`src/rtl/alu_station.sv`:
```
// Reservation station in front of the ALU: buffers dispatched instructions,
// snoops the ALU/LSB result buses for operand wakeup, and issues one ready entry per cycle.
module alu_station #(
    parameter int unsigned RS_SIZE   = 8,
    parameter int unsigned RS_WIDTH  = 3,
    parameter int unsigned ROB_WIDTH = 4
) (
    input  logic                 clk_in,
    input  logic                 rst_in,
    input  logic                 rdy_in,
    input  logic                 clear,
    input  logic                 dec_valid,
    input  logic [8:0]           dec_op,
    input  logic [31:0]          dec_vj,
    input  logic                 dec_qj_busy,
    input  logic [ROB_WIDTH-1:0] dec_qj,
    input  logic [31:0]          dec_vk,
    input  logic                 dec_qk_busy,
    input  logic [ROB_WIDTH-1:0] dec_qk,
    input  logic [ROB_WIDTH-1:0] dec_rob_id,
    output logic                 full,
    input  logic                 alu_ready,
    input  logic [ROB_WIDTH-1:0] alu_rob_id,
    input  logic [31:0]          alu_value,
    input  logic                 lsb_ready,
    input  logic [ROB_WIDTH-1:0] lsb_rob_id,
    input  logic [31:0]          lsb_value,
    output logic                 calc_enable,
    output logic [31:0]          lhs,
    output logic [31:0]          rhs,
    output logic [8:0]           op,
    output logic [ROB_WIDTH-1:0] rob_dep
);

    logic [RS_SIZE-1:0]   busy;
    logic [RS_SIZE-1:0]   qj_busy;
    logic [RS_SIZE-1:0]   qk_busy;
    logic [8:0]           ent_op [RS_SIZE];
    logic [31:0]          vj     [RS_SIZE];
    logic [31:0]          vk     [RS_SIZE];
    logic [ROB_WIDTH-1:0] qj     [RS_SIZE];
    logic [ROB_WIDTH-1:0] qk     [RS_SIZE];
    logic [ROB_WIDTH-1:0] rob_id [RS_SIZE];

    logic [RS_SIZE-1:0]  ready_vec;
    logic                issue_found;
    logic [RS_WIDTH-1:0] issue_idx;
    logic [RS_WIDTH-1:0] free_idx;
    logic [31:0]         byp_vj;
    logic [31:0]         byp_vk;
    logic                byp_qj_busy;
    logic                byp_qk_busy;

    assign full      = &busy;
    assign ready_vec = busy & ~qj_busy & ~qk_busy;

    // Descending scan so the lowest index is the last (winning) assignment.
    always_comb begin
        issue_found = |ready_vec;
        issue_idx   = '0;
        free_idx    = '0;
        for (int unsigned i = RS_SIZE; i > 0; i--) begin
            if (ready_vec[RS_WIDTH'(i - 1)]) issue_idx = RS_WIDTH'(i - 1);
            if (!busy[RS_WIDTH'(i - 1)])     free_idx  = RS_WIDTH'(i - 1);
        end
    end

    // Same-cycle broadcast forwarding into the dispatched operands.
    always_comb begin
        byp_vj      = dec_vj;
        byp_qj_busy = dec_qj_busy;
        byp_vk      = dec_vk;
        byp_qk_busy = dec_qk_busy;
        if (dec_qj_busy) begin
            if (alu_ready && alu_rob_id == dec_qj) begin
                byp_vj      = alu_value;
                byp_qj_busy = 1'b0;
            end else if (lsb_ready && lsb_rob_id == dec_qj) begin
                byp_vj      = lsb_value;
                byp_qj_busy = 1'b0;
            end
        end
        if (dec_qk_busy) begin
            if (alu_ready && alu_rob_id == dec_qk) begin
                byp_vk      = alu_value;
                byp_qk_busy = 1'b0;
            end else if (lsb_ready && lsb_rob_id == dec_qk) begin
                byp_vk      = lsb_value;
                byp_qk_busy = 1'b0;
            end
        end
    end

    always_ff @(posedge clk_in) begin
        if (rst_in) begin
            busy        <= '0;
            calc_enable <= 1'b0;
            lhs         <= '0;
            rhs         <= '0;
            op          <= '0;
            rob_dep     <= '0;
        end else if (rdy_in) begin
            if (clear) begin
                busy        <= '0;
                calc_enable <= 1'b0;
            end else begin
                for (int unsigned i = 0; i < RS_SIZE; i++) begin
                    if (busy[RS_WIDTH'(i)] && qj_busy[RS_WIDTH'(i)]) begin
                        if (alu_ready && alu_rob_id == qj[RS_WIDTH'(i)]) begin
                            vj[RS_WIDTH'(i)]      <= alu_value;
                            qj_busy[RS_WIDTH'(i)] <= 1'b0;
                        end else if (lsb_ready && lsb_rob_id == qj[RS_WIDTH'(i)]) begin
                            vj[RS_WIDTH'(i)]      <= lsb_value;
                            qj_busy[RS_WIDTH'(i)] <= 1'b0;
                        end
                    end
                    if (busy[RS_WIDTH'(i)] && qk_busy[RS_WIDTH'(i)]) begin
                        if (alu_ready && alu_rob_id == qk[RS_WIDTH'(i)]) begin
                            vk[RS_WIDTH'(i)]      <= alu_value;
                            qk_busy[RS_WIDTH'(i)] <= 1'b0;
                        end else if (lsb_ready && lsb_rob_id == qk[RS_WIDTH'(i)]) begin
                            vk[RS_WIDTH'(i)]      <= lsb_value;
                            qk_busy[RS_WIDTH'(i)] <= 1'b0;
                        end
                    end
                end
                if (issue_found) begin
                    calc_enable     <= 1'b1;
                    lhs             <= vj[issue_idx];
                    rhs             <= vk[issue_idx];
                    op              <= ent_op[issue_idx];
                    rob_dep         <= rob_id[issue_idx];
                    busy[issue_idx] <= 1'b0;
                end else begin
                    calc_enable <= 1'b0;
                end
                // free_idx comes from pre-edge busy, so it never aliases issue_idx.
                if (dec_valid && !full) begin
                    busy[free_idx]    <= 1'b1;
                    ent_op[free_idx]  <= dec_op;
                    vj[free_idx]      <= byp_vj;
                    qj[free_idx]      <= dec_qj;
                    qj_busy[free_idx] <= byp_qj_busy;
                    vk[free_idx]      <= byp_vk;
                    qk[free_idx]      <= dec_qk;
                    qk_busy[free_idx] <= byp_qk_busy;
                    rob_id[free_idx]  <= dec_rob_id;
                end
            end
        end
    end

endmodule

```
`config.mk`:
```
export PLATFORM = sky130hd
export DESIGN_NAME = alu_station
export DESIGN_NICKNAME = d
export VERILOG_FILES = /design/src/rtl/alu_station.sv
export SDC_FILE = /design/constraint.sdc
export NUM_CORES = 2
export LEC_CHECK = 0
export ABC_CLOCK_PERIOD_IN_PS = 12100
export BUFFER_PORTS_ARGS = -buffer_cell sky130_fd_sc_hd__buf_4
export CORE_UTILIZATION = 65
export DETAILED_ROUTE_END_ITERATION = 8
export HOLD_SLACK_MARGIN = 0.06
export PLACE_DENSITY = 0.8
export SETUP_SLACK_MARGIN = 0.15
export SLEW_MARGIN = 5
export SYNTH_ARGS = -nofsm -noshare
export SYNTH_HDL_FRONTEND = slang
export SYNTH_SLANG_ARGS = --single-unit
```
`constraint.sdc`:
```
create_clock -name clk_in -period 12.1 [get_ports clk_in]
set_input_delay 1.815 -clock clk_in [delete_from_list [all_inputs] [get_ports clk_in]]
set_output_delay 1.815 -clock clk_in [all_outputs]
set_load 0.05 [all_outputs]
```
==> impl_metrics.json <==
{
  "yosys.area_share.adder_pct": 0,
  "drtAntennaViolNets": 0,
  "use_met2_pct": 66.4,
  "cp.required_ns": 12.45,
  "drtIter0Drc": 4643,
  "synth_edf_count": 696,
  "grt-ovfl-total": 0,
  "place_area_sq_mm": 0.0465,
  "cts-root-buf": "clkbuf_16",
  "min_period_ns": 5.55,
  "postCtsHoldBufs": 0,
  "synth_nets": 3693,
  "die_y_um": 264,
  "start_util_pct": 66.0,
  "synthCells": 3527,
  "die_x_um": 264,
  "finalHoldViolations": 0,
  "critPathKind": "in -> reg",
  "wire_per_inst_um": 34.0,
  "top_usage_layer": "met2",
  "grt_antenna_before_repair": 8,
  "fp-row-count": 95,
  "async_reset_ff_share_pct": 0,
  "setup_violations": 0,
  "post_cts_buffers": 0,
  "fin_crit_sh_pct": 45.9,
  "cts_num_sinks": 782,
  "grt_use_total_pct": 42.7,
  "cts_tree": "done",
  "htree_num_levels": 3,
  "ys_ff_latch": 782,
  "areaGrowthSynthToFinish_pct": 10.6,
  "drv_cap": 0,
  "peakVddDrop_mv": 0.0839,
  "avgSynthCellArea_sq_um": 12.6,
  "met1_usage_pct": 54.7,
  "synth_compound_area_share_pct": 10.9,
  "hpwl_um": 81600,
  "clk_pin_slew_ns": 0.06,
  "ctsLongestPathBuffers": 3,
  "grt_pass1_vias": 33600,
  "leakage_nw": 22.4,
  "wl_um": 151000,
  "synth-simple-area-share_pct": 5.07,
  "synthMuxAreaShare_pct": 26.1,
  "path_max_fanout": 40,
  "die_area_sq_mm": 0.0696,
  "synth_top_family_by_area": "multiplexers",
  "grt_max_degree": 71,
  "drc_errors": 0,
  "io_buffers": 244,
  "insertion_delay_ns": 0.65,
  "synth_xor_area_share_pct": 2.71,
  "fin_setup_tns_ns": 0,
  "io_pins": 245,
  "vias": 33300,
  "grt_pass1_wl_um": 219000,
  "tightestPinTransition_ns": 1.31,
  "viasPerCell": 7.47,
  "final_common_cell": "mux2i_1",
  "worstPathArrival_ns": 5.90,
  "cts_buffers": 83,
  "place_congestion": 0.905,
  "drive_above_1_share_pct": 18.0,
  "mostFrequentLayoutCells": "mux2i_1 (1066), edfxtp_1 (696), buf_4 (314), nand2_1 (192), nor2_1 (94)",
  "core_area_sq_mm": 0.0675,
  "critPathLaunchType": "input port",
  "cp-end-kind": "register",
  "pwr_density_cell_mw_per_mm2": 123,
  "yosysUniqueCellTypes": 75,
  "max_freq_ghz": 0.180,
  "final_area_sq_mm": 0.0493,
  "max-slew-margin-rel_pct": 12.8,
  "fillers": 4496,
  "drt_pass1_iterations": 8,
  "synth-main-ff-cell": "edfxtp_1",
  "finalClockSkew_ns": 0.0222,
  "outcome": "finished, final reports clean",
  "slew_violations": 0,
  "yosysSeqAreaShare_pct": 50.8,
  "syn_area_sq_mm": 0.0445,
  "yosys_warnings": 0,
  "grt_util_met3_pct": 9.96,
  "rsz0062_at_grt": "no",
  "num-nets-final": 3674,
  "hold_class": "reg -> reg",
  "cts_resized": 0
}
[cell families after synthesis]
family	Yosys count
buf+inv	435
xor+xnor	138
simple gates	467
flops	782
mux	1143
compound gates	562
[cell usage after synthesis (28+ instances only)]
cell type	count	area (sq um)
or4_1	32	240
o21ai_0	28	140
a21o_1	77	578
buf_2	101	505
nand3_1	49	245
nand2_1	193	724
edfxtp_1	696	20900
o22ai_2	29	363
o22a_1	32	280
mux2_2	53	597
dfxtp_1	86	1720
buf_1	76	285
a22o_1	78	683
o2bb2ai_1	32	280
clkbuf_1	206	773
xnor2_1	53	464
xor2_1	85	744
a311oi_1	59	517
nor2_1	99	372
a221oi_1	77	674
a22oi_1	59	443
mux2i_1	1066	10700
[worst paths after layout]
kind                       startpoint                        to  slack (ns)  depth (start not counted)
max                             clear       vk[2][19]$_DFFE_PP_        6.55                          7
min          calc_enable$_SDFFE_PP0P_  calc_enable$_SDFFE_PP0P_        0.47                          2
max reg2reg      busy[3]$_SDFFE_PP0P_      lhs[19]$_SDFFE_PP0P_        7.73                          7
min reg2reg  calc_enable$_SDFFE_PP0P_  calc_enable$_SDFFE_PP0P_        0.47                          2
[metal layers]
layer  up-vias  part of all wire, %
met3       651                   13
met2      2633                   45
li1      13500                    -
met4         2                  6.5
met1     16500                   35
met5         -               0.0099
[state kept, by name, summed over array words and instances (netlist names)]
register     count
rob_id          32
qj_busy          8
rhs             32
qk_busy          8
lhs             32
busy             8
qk              32
rob_dep          4
qj              32
vj             256
op               9
calc_enable      1
vk             256
ent_op          72
[critical path, stage by stage]
cell,delay [ns]
buf_4,0.11
nand2b_1,0.28
or2_2,0.69
nor3_2,1.09
buf_4,0.78
buf_4,0.87
mux2i_1,0.21
[stage by stage]
stage | hold WS (ns) | power (W) | setup WS (ns) | cells | util (%)
6_report | 0.474 | 0.00604 | 6.55 | 4455 | 73.0
5_1_grt | 0.503 | 0.00615 | 6.53 | 4452 | 73.0
4_1_cts | 0.474 | 0.00601 | 6.66 | 4447 | 72.9
3_5_place_dp | 0.464 | 0.00344 | 6.03 | 4296 | 68.9
3_3_place_gp | 0.461 | 0.00342 | 6.19 | 4296 | 68.9
2_1_floorplan | 0.486 | 0.00329 | 6.45 | 3527 | -
[layout make-up]
type / count / area, sq um / area share (%)
Sequential cell: 782 / 22600 / 45.9
Multi-Input combinational cell: 2310 / 20400 / 41.3
Clock buffer: 122 / 2410 / 4.89
Timing Repair Buffer: 314 / 2360 / 4.78
Tap cell: 873 / 1090 / 2.22
Clock inverter: 29 / 348 / 0.706
Inverter: 17 / 63.8 / 0.130
Antenna cell: 8 / 20.0 / 0.0406
[where the power goes]
group	switching [W]	internal, W
clock network	0.00109	0.00155
logic	0.000294	0.000157
registers	0.00000651	0.00295
Note: power is estimated with default switching activity, not from simulation.
